===== config.mk =====
export PLATFORM = sky130hd
export DESIGN_NAME = alu_operand_stage
export DESIGN_NICKNAME = d
export VERILOG_FILES = /design/src/rtl/alu_operand_stage.sv
export SDC_FILE = /design/constraint.sdc
export NUM_CORES = 1
export LEC_CHECK = 0
export ABC_AREA = 1
export BUFFER_PORTS_ARGS = -buffer_cell sky130_fd_sc_hd__buf_2
export CAP_MARGIN = 10
export CELL_PAD_IN_SITES_DETAIL_PLACEMENT = 0
export CELL_PAD_IN_SITES_GLOBAL_PLACEMENT = 2
export CORE_MARGIN = 3
export CORE_UTILIZATION = 20
export DETAILED_ROUTE_END_ITERATION = 10
export PLACE_DENSITY_LB_ADDON = 0.1
export RECOVER_POWER = 25
export REMOVE_ABC_BUFFERS = 1
export SYNTH_ARGS = -nofsm -noshare
export SYNTH_HDL_FRONTEND = slang
export SYNTH_SLANG_ARGS = --single-unit

===== constraint.sdc =====
create_clock -name clock -period 1.6 [get_ports clock]
set_clock_uncertainty 0.2 [all_clocks]
set_input_delay 0.08 -clock clock [delete_from_list [all_inputs] [get_ports clock]]
set_output_delay 0.08 -clock clock [all_outputs]
set_load 0.02 [all_outputs]

===== src/rtl/alu_operand_stage.sv =====
// Purpose: single-entry pipeline register ahead of the ALU; resolves EX/MEM and MEM/WB forwarding
//          (forwarding compiled in only when OPERAND_FORWARDING_EN is defined).
// Latency: one cycle from accept to out_valid; a consume and an accept in the same cycle sustain one instruction per cycle.
// Backpressure: in_ready = !out_valid || out_ready || flush; a stalled entry holds every output bit-stable.
module alu_operand_stage #(
    parameter int DATA_WIDTH     = 32,
    parameter int REG_ADDR_WIDTH = 5
) (
    input  logic                      clock,
    input  logic                      reset,
    input  logic                      in_valid,
    output logic                      in_ready,
    input  logic [REG_ADDR_WIDTH-1:0] rs1_addr,
    input  logic [REG_ADDR_WIDTH-1:0] rs2_addr,
    input  logic [REG_ADDR_WIDTH-1:0] rd_addr,
    input  logic [DATA_WIDTH-1:0]     rs1_data,
    input  logic [DATA_WIDTH-1:0]     rs2_data,
    input  logic [DATA_WIDTH-1:0]     immediate,
    input  logic                      ALU_src,
    input  logic [2:0]                ALU_control_in,
    input  logic                      reg_write_in,
    input  logic                      exmem_reg_write,
    input  logic [REG_ADDR_WIDTH-1:0] exmem_rd,
    input  logic [DATA_WIDTH-1:0]     exmem_result,
    input  logic                      memwb_reg_write,
    input  logic [REG_ADDR_WIDTH-1:0] memwb_rd,
    input  logic [DATA_WIDTH-1:0]     memwb_result,
    input  logic                      flush,
    output logic                      out_valid,
    input  logic                      out_ready,
    output logic [DATA_WIDTH-1:0]     src_A,
    output logic [DATA_WIDTH-1:0]     src_B,
    output logic [2:0]                ALU_control,
    output logic [REG_ADDR_WIDTH-1:0] rd_out,
    output logic                      reg_write_out,
    output logic [DATA_WIDTH-1:0]     store_data
);

    logic [DATA_WIDTH-1:0]     fwd_1;
    logic [DATA_WIDTH-1:0]     fwd_2;
    logic                      accept;

    logic                      valid_q, valid_d;
    logic [DATA_WIDTH-1:0]     src_a_q, src_a_d;
    logic [DATA_WIDTH-1:0]     src_b_q, src_b_d;
    logic [DATA_WIDTH-1:0]     store_data_q, store_data_d;
    logic [2:0]                alu_control_q, alu_control_d;
    logic [REG_ADDR_WIDTH-1:0] rd_q, rd_d;
    logic                      reg_write_q, reg_write_d;

`ifdef OPERAND_FORWARDING_EN
    // Operand bypass: youngest producer (EX/MEM) wins, register 0 is hard-wired and never bypassed.
    always_comb begin
        fwd_1 = rs1_data;
        fwd_2 = rs2_data;
        if (exmem_reg_write && (exmem_rd == rs1_addr) && (exmem_rd != '0))
            fwd_1 = exmem_result;
        else if (memwb_reg_write && (memwb_rd == rs1_addr) && (memwb_rd != '0))
            fwd_1 = memwb_result;
        if (exmem_reg_write && (exmem_rd == rs2_addr) && (exmem_rd != '0))
            fwd_2 = exmem_result;
        else if (memwb_reg_write && (memwb_rd == rs2_addr) && (memwb_rd != '0))
            fwd_2 = memwb_result;
    end
`else
    // Without bypassing the register file data is used as-is; the bypass ports stay but are ignored.
    always_comb begin
        fwd_1 = rs1_data;
        fwd_2 = rs2_data;
    end

    logic unused_fwd_ports;
    assign unused_fwd_ports = ^{exmem_reg_write, exmem_rd, exmem_result,
                                memwb_reg_write, memwb_rd, memwb_result};
`endif

    assign in_ready = !valid_q || out_ready || flush;
    assign accept   = in_valid && in_ready && !flush;

    // Next-state: flush drops everything, accept loads, consume clears valid; data holds otherwise.
    always_comb begin
        valid_d       = valid_q;
        src_a_d       = src_a_q;
        src_b_d       = src_b_q;
        store_data_d  = store_data_q;
        alu_control_d = alu_control_q;
        rd_d          = rd_q;
        reg_write_d   = reg_write_q;
        if (flush) begin
            valid_d = 1'b0;
        end else if (accept) begin
            valid_d       = 1'b1;
            src_a_d       = fwd_1;
            src_b_d       = ALU_src ? immediate : fwd_2;
            store_data_d  = fwd_2;
            alu_control_d = ALU_control_in;
            rd_d          = rd_addr;
            reg_write_d   = reg_write_in;
        end else if (out_ready) begin
            valid_d = 1'b0;
        end
    end

    // Stage register with synchronous reset taking precedence over flush and handshake.
    always_ff @(posedge clock) begin
        if (reset) begin
            valid_q       <= 1'b0;
            src_a_q       <= '0;
            src_b_q       <= '0;
            store_data_q  <= '0;
            alu_control_q <= 3'b000;
            rd_q          <= '0;
            reg_write_q   <= 1'b0;
        end else begin
            valid_q       <= valid_d;
            src_a_q       <= src_a_d;
            src_b_q       <= src_b_d;
            store_data_q  <= store_data_d;
            alu_control_q <= alu_control_d;
            rd_q          <= rd_d;
            reg_write_q   <= reg_write_d;
        end
    end

    assign out_valid     = valid_q;
    assign src_A         = src_a_q;
    assign src_B         = src_b_q;
    assign store_data    = store_data_q;
    assign ALU_control   = alu_control_q;
    assign rd_out        = rd_q;
    assign reg_write_out = reg_write_q;

endmodule


==> impl_results.md <==
* Status: complete, no violations
* Routed wire length at 17900 µm
* Antenna Cells at 0
* Final worst path period share at 0.956
* Final Wtd Congestion at 0.718
* VDD IR max at approximately 0.00053 V
* Non-filler cells in the finished layout at around 1.3k
* Worst setup margin at 0.0705 ns
* CTS sink count at 106
* Area contributors post-synth: dfxtp_1, nor2_1, nand2_1
* Vias/cell at 3.91
* GRT Overall Usage at 0.134
* Initial antenna violation count at 0
* CP Class: in -> reg
* Hold Vio Cnt, Final at 0
* Clock buffer depth at 2
* Root Buffer: clkbuf_16
* Initial Util at 0.207
* Chip height at 160 µm
* Crit. End Element: flip-flop
* Wire length per cell at 13.3 µm
* Layout net count at 1224
* I/O pin cnt at 304
* Pre-antenna DRT Iters at 4
* Post-synth top area share at 0.447
* Share of cells above drive strength 1 at 0.201
* CTS tree: yes
* FP Rows at 55
* Synth-to-Final Area Change at 61.0%
* Largest fanout on the critical path at 1
* Clk_lat worst skew at 0.35 ns
* Dpl cells at 1211
* Slew Limit Headroom at 0.762
* Minimum clock period at approximately 1.5 ns
* Post-Syn Area at 4750 µm²
* H-tree depth at 3
* Hpwl dp at 11500 µm
* Initial DRC Count at 209
* First-pass GRT wire length at 27600 µm
* # DRC at 0
* Peak Freq at 0.654 GHz
* Worst-path clk slew at roughly 0.08 ns
* Distinct cells, synth at 18
* Syn Area/Cell at roughly 6.7 µm²
* Slew @ Worst Pin at 0.358 ns
* Dpl ws at 0.143 ns
* Cell Pwr Density at 863 nW/µm²
* IO buf count at 217
* DR vias at 5260
* Vias in the first global route at 5202
* Slew Limit Fails at 0
* Post-detailed-route count of antenna-violating nets at 0
* Seq/Total Area, Yosys at 0.447
* Reg area at 2120 µm²
* Num CTS Buffers at 9
* # setup viols final at 0
* GRT overflow at 0
* Fill count at 2566
* Total power at 6600 µW
* Post-layout util at 0.333
* CP Launch Type: primary input
* Cells after Synth at 714
* Hold crit path type: in -> reg
* Largest net degree at the start of global routing at 65
* Chip width at 160 µm
* WP data required at 1.65 ns
* Largest area contributor in the netlist: dfxtp_1
* RSZ-0062 raised after global routing: false
* Die footprint at 25600 µm²
* Core ar. at 23000 µm²
* Multi-input logic area at 2130 µm²
* Synth warnings at 0
* Yosys reg bits at 106
* MaxCap Viol Count at 0
* Leakage at 0.00377 µW
* Worst Path Arrival at 1.58 ns
cells by family after synthesis:
logic type | synth area share
and+or+nand+nor | 0.410
AOI/OAI and AO/OA | 0.0348
DFF | 0.447
buffers and inverters | 0.108
registers in the layout (all words and copies together) (netlist names):
signal,count
store_data,32
out_valid,1
src_B,32
src_A,32
ALU_control,3
rd_out,5
reg_write_out,1
repair_timing:
action / CTS / global route
gates resized for setup: 0 / 2
hold buffers: 115 / 0
endpoints found under the hold margin: 106 / 0
buffers inserted: 0 / 2
setup endpoints to repair: 0 / 46
cells in the final DEF (no fill, tap or decap), types with 2 or more instances in the layout:
cell type / count
inv_1: 65
buf_12: 12
clkinv_2: 2
nor2_4: 2
dfxtp_1: 106
inv_2: 3
nor2_1: 210
nand3b_1: 41
nand3_1: 32
buf_2: 165
nand2_2: 2
dlygate4sd3_1: 115
clkinv_4: 2
o21ai_0: 32
nand2_1: 170
buf_4: 4
clkbuf_1: 53
clkbuf_16: 10
cell usage after synthesis:
master      n
buf_1       4
clkbuf_1    8
nand2_1   171
buf_4      14
nand3b_1   41
inv_1      65
nor2_8      1
nor2_4      1
clkinv_1    1
nand2_2     2
inv_2       3
o21ai_0    32
dfxtp_1   106
nor2_1    210
nor2_2      1
a21oi_1     1
nand3_1    32
buf_2      21
path summary, 6_finish.rpt:
path	start	end	slack (ns)	cells after the start
setup / recovery	immediate[12]	src_B[12]$_SDFFE_PP0P_	0.07	7
hold / removal	ALU_src	src_B[5]$_SDFFE_PP0P_	0.16	6
setup reg to reg	out_valid$_SDFFE_PP0P_	store_data[21]$_SDFFE_PP0P_	0.13	7
hold reg to reg	src_A[11]$_SDFFE_PP0P_	src_A[11]$_SDFFE_PP0P_	0.28	2
power breakdown:
part / internal [µW] / switching [µW] / total [µW]
sequential: 2820 / 90.2 / 2910
combinational: 656 / 840 / 1500
clock: 1110 / 1080 / 2190
total: 4590 / 2010 / 6600
cell type report:
class                   count  area share
repair buffers            349       0.323
multi-input cells         492       0.278
flip-flops and latches    106       0.277
well taps                 313      0.0512
inverters                  69      0.0340
clock buffers              11      0.0317
clock inverters             5     0.00507
critical path, stage by stage:
cell and delay [ns]:
dlygate4sd3_1 0.54, buf_2 0.12, nand2_1 0.05, o21ai_0 0.07, dlygate4sd3_1 0.56, nor2_1 0.11
nor2_1 0.05
routing by layer:
layer / track usage / vias up / wire length (µm)
li1: - / 2773 / -
met1: 0.170 / 2314 / 8500
met2: 0.220 / 162 / 7830
met3: 0.0470 / 11 / 1320
met4: 0.0327 / 0 / 207
met5: 0 / - / 0
through the flow:
stage | cell area [µm²] | hold slack [ns] | setup TNS, ns
3_3_place_gp | 6220 | 0.126 | 0
5_1_grt | 7650 | 0.193 | 0
3_5_place_dp | 6220 | 0.123 | 0
4_1_cts | 7650 | 0.140 | 0
2_1_floorplan | 4490 | -0.0509 | -90.25
6_report | 7650 | 0.155 | 0
Note: power is estimated with default switching activity, not from simulation.
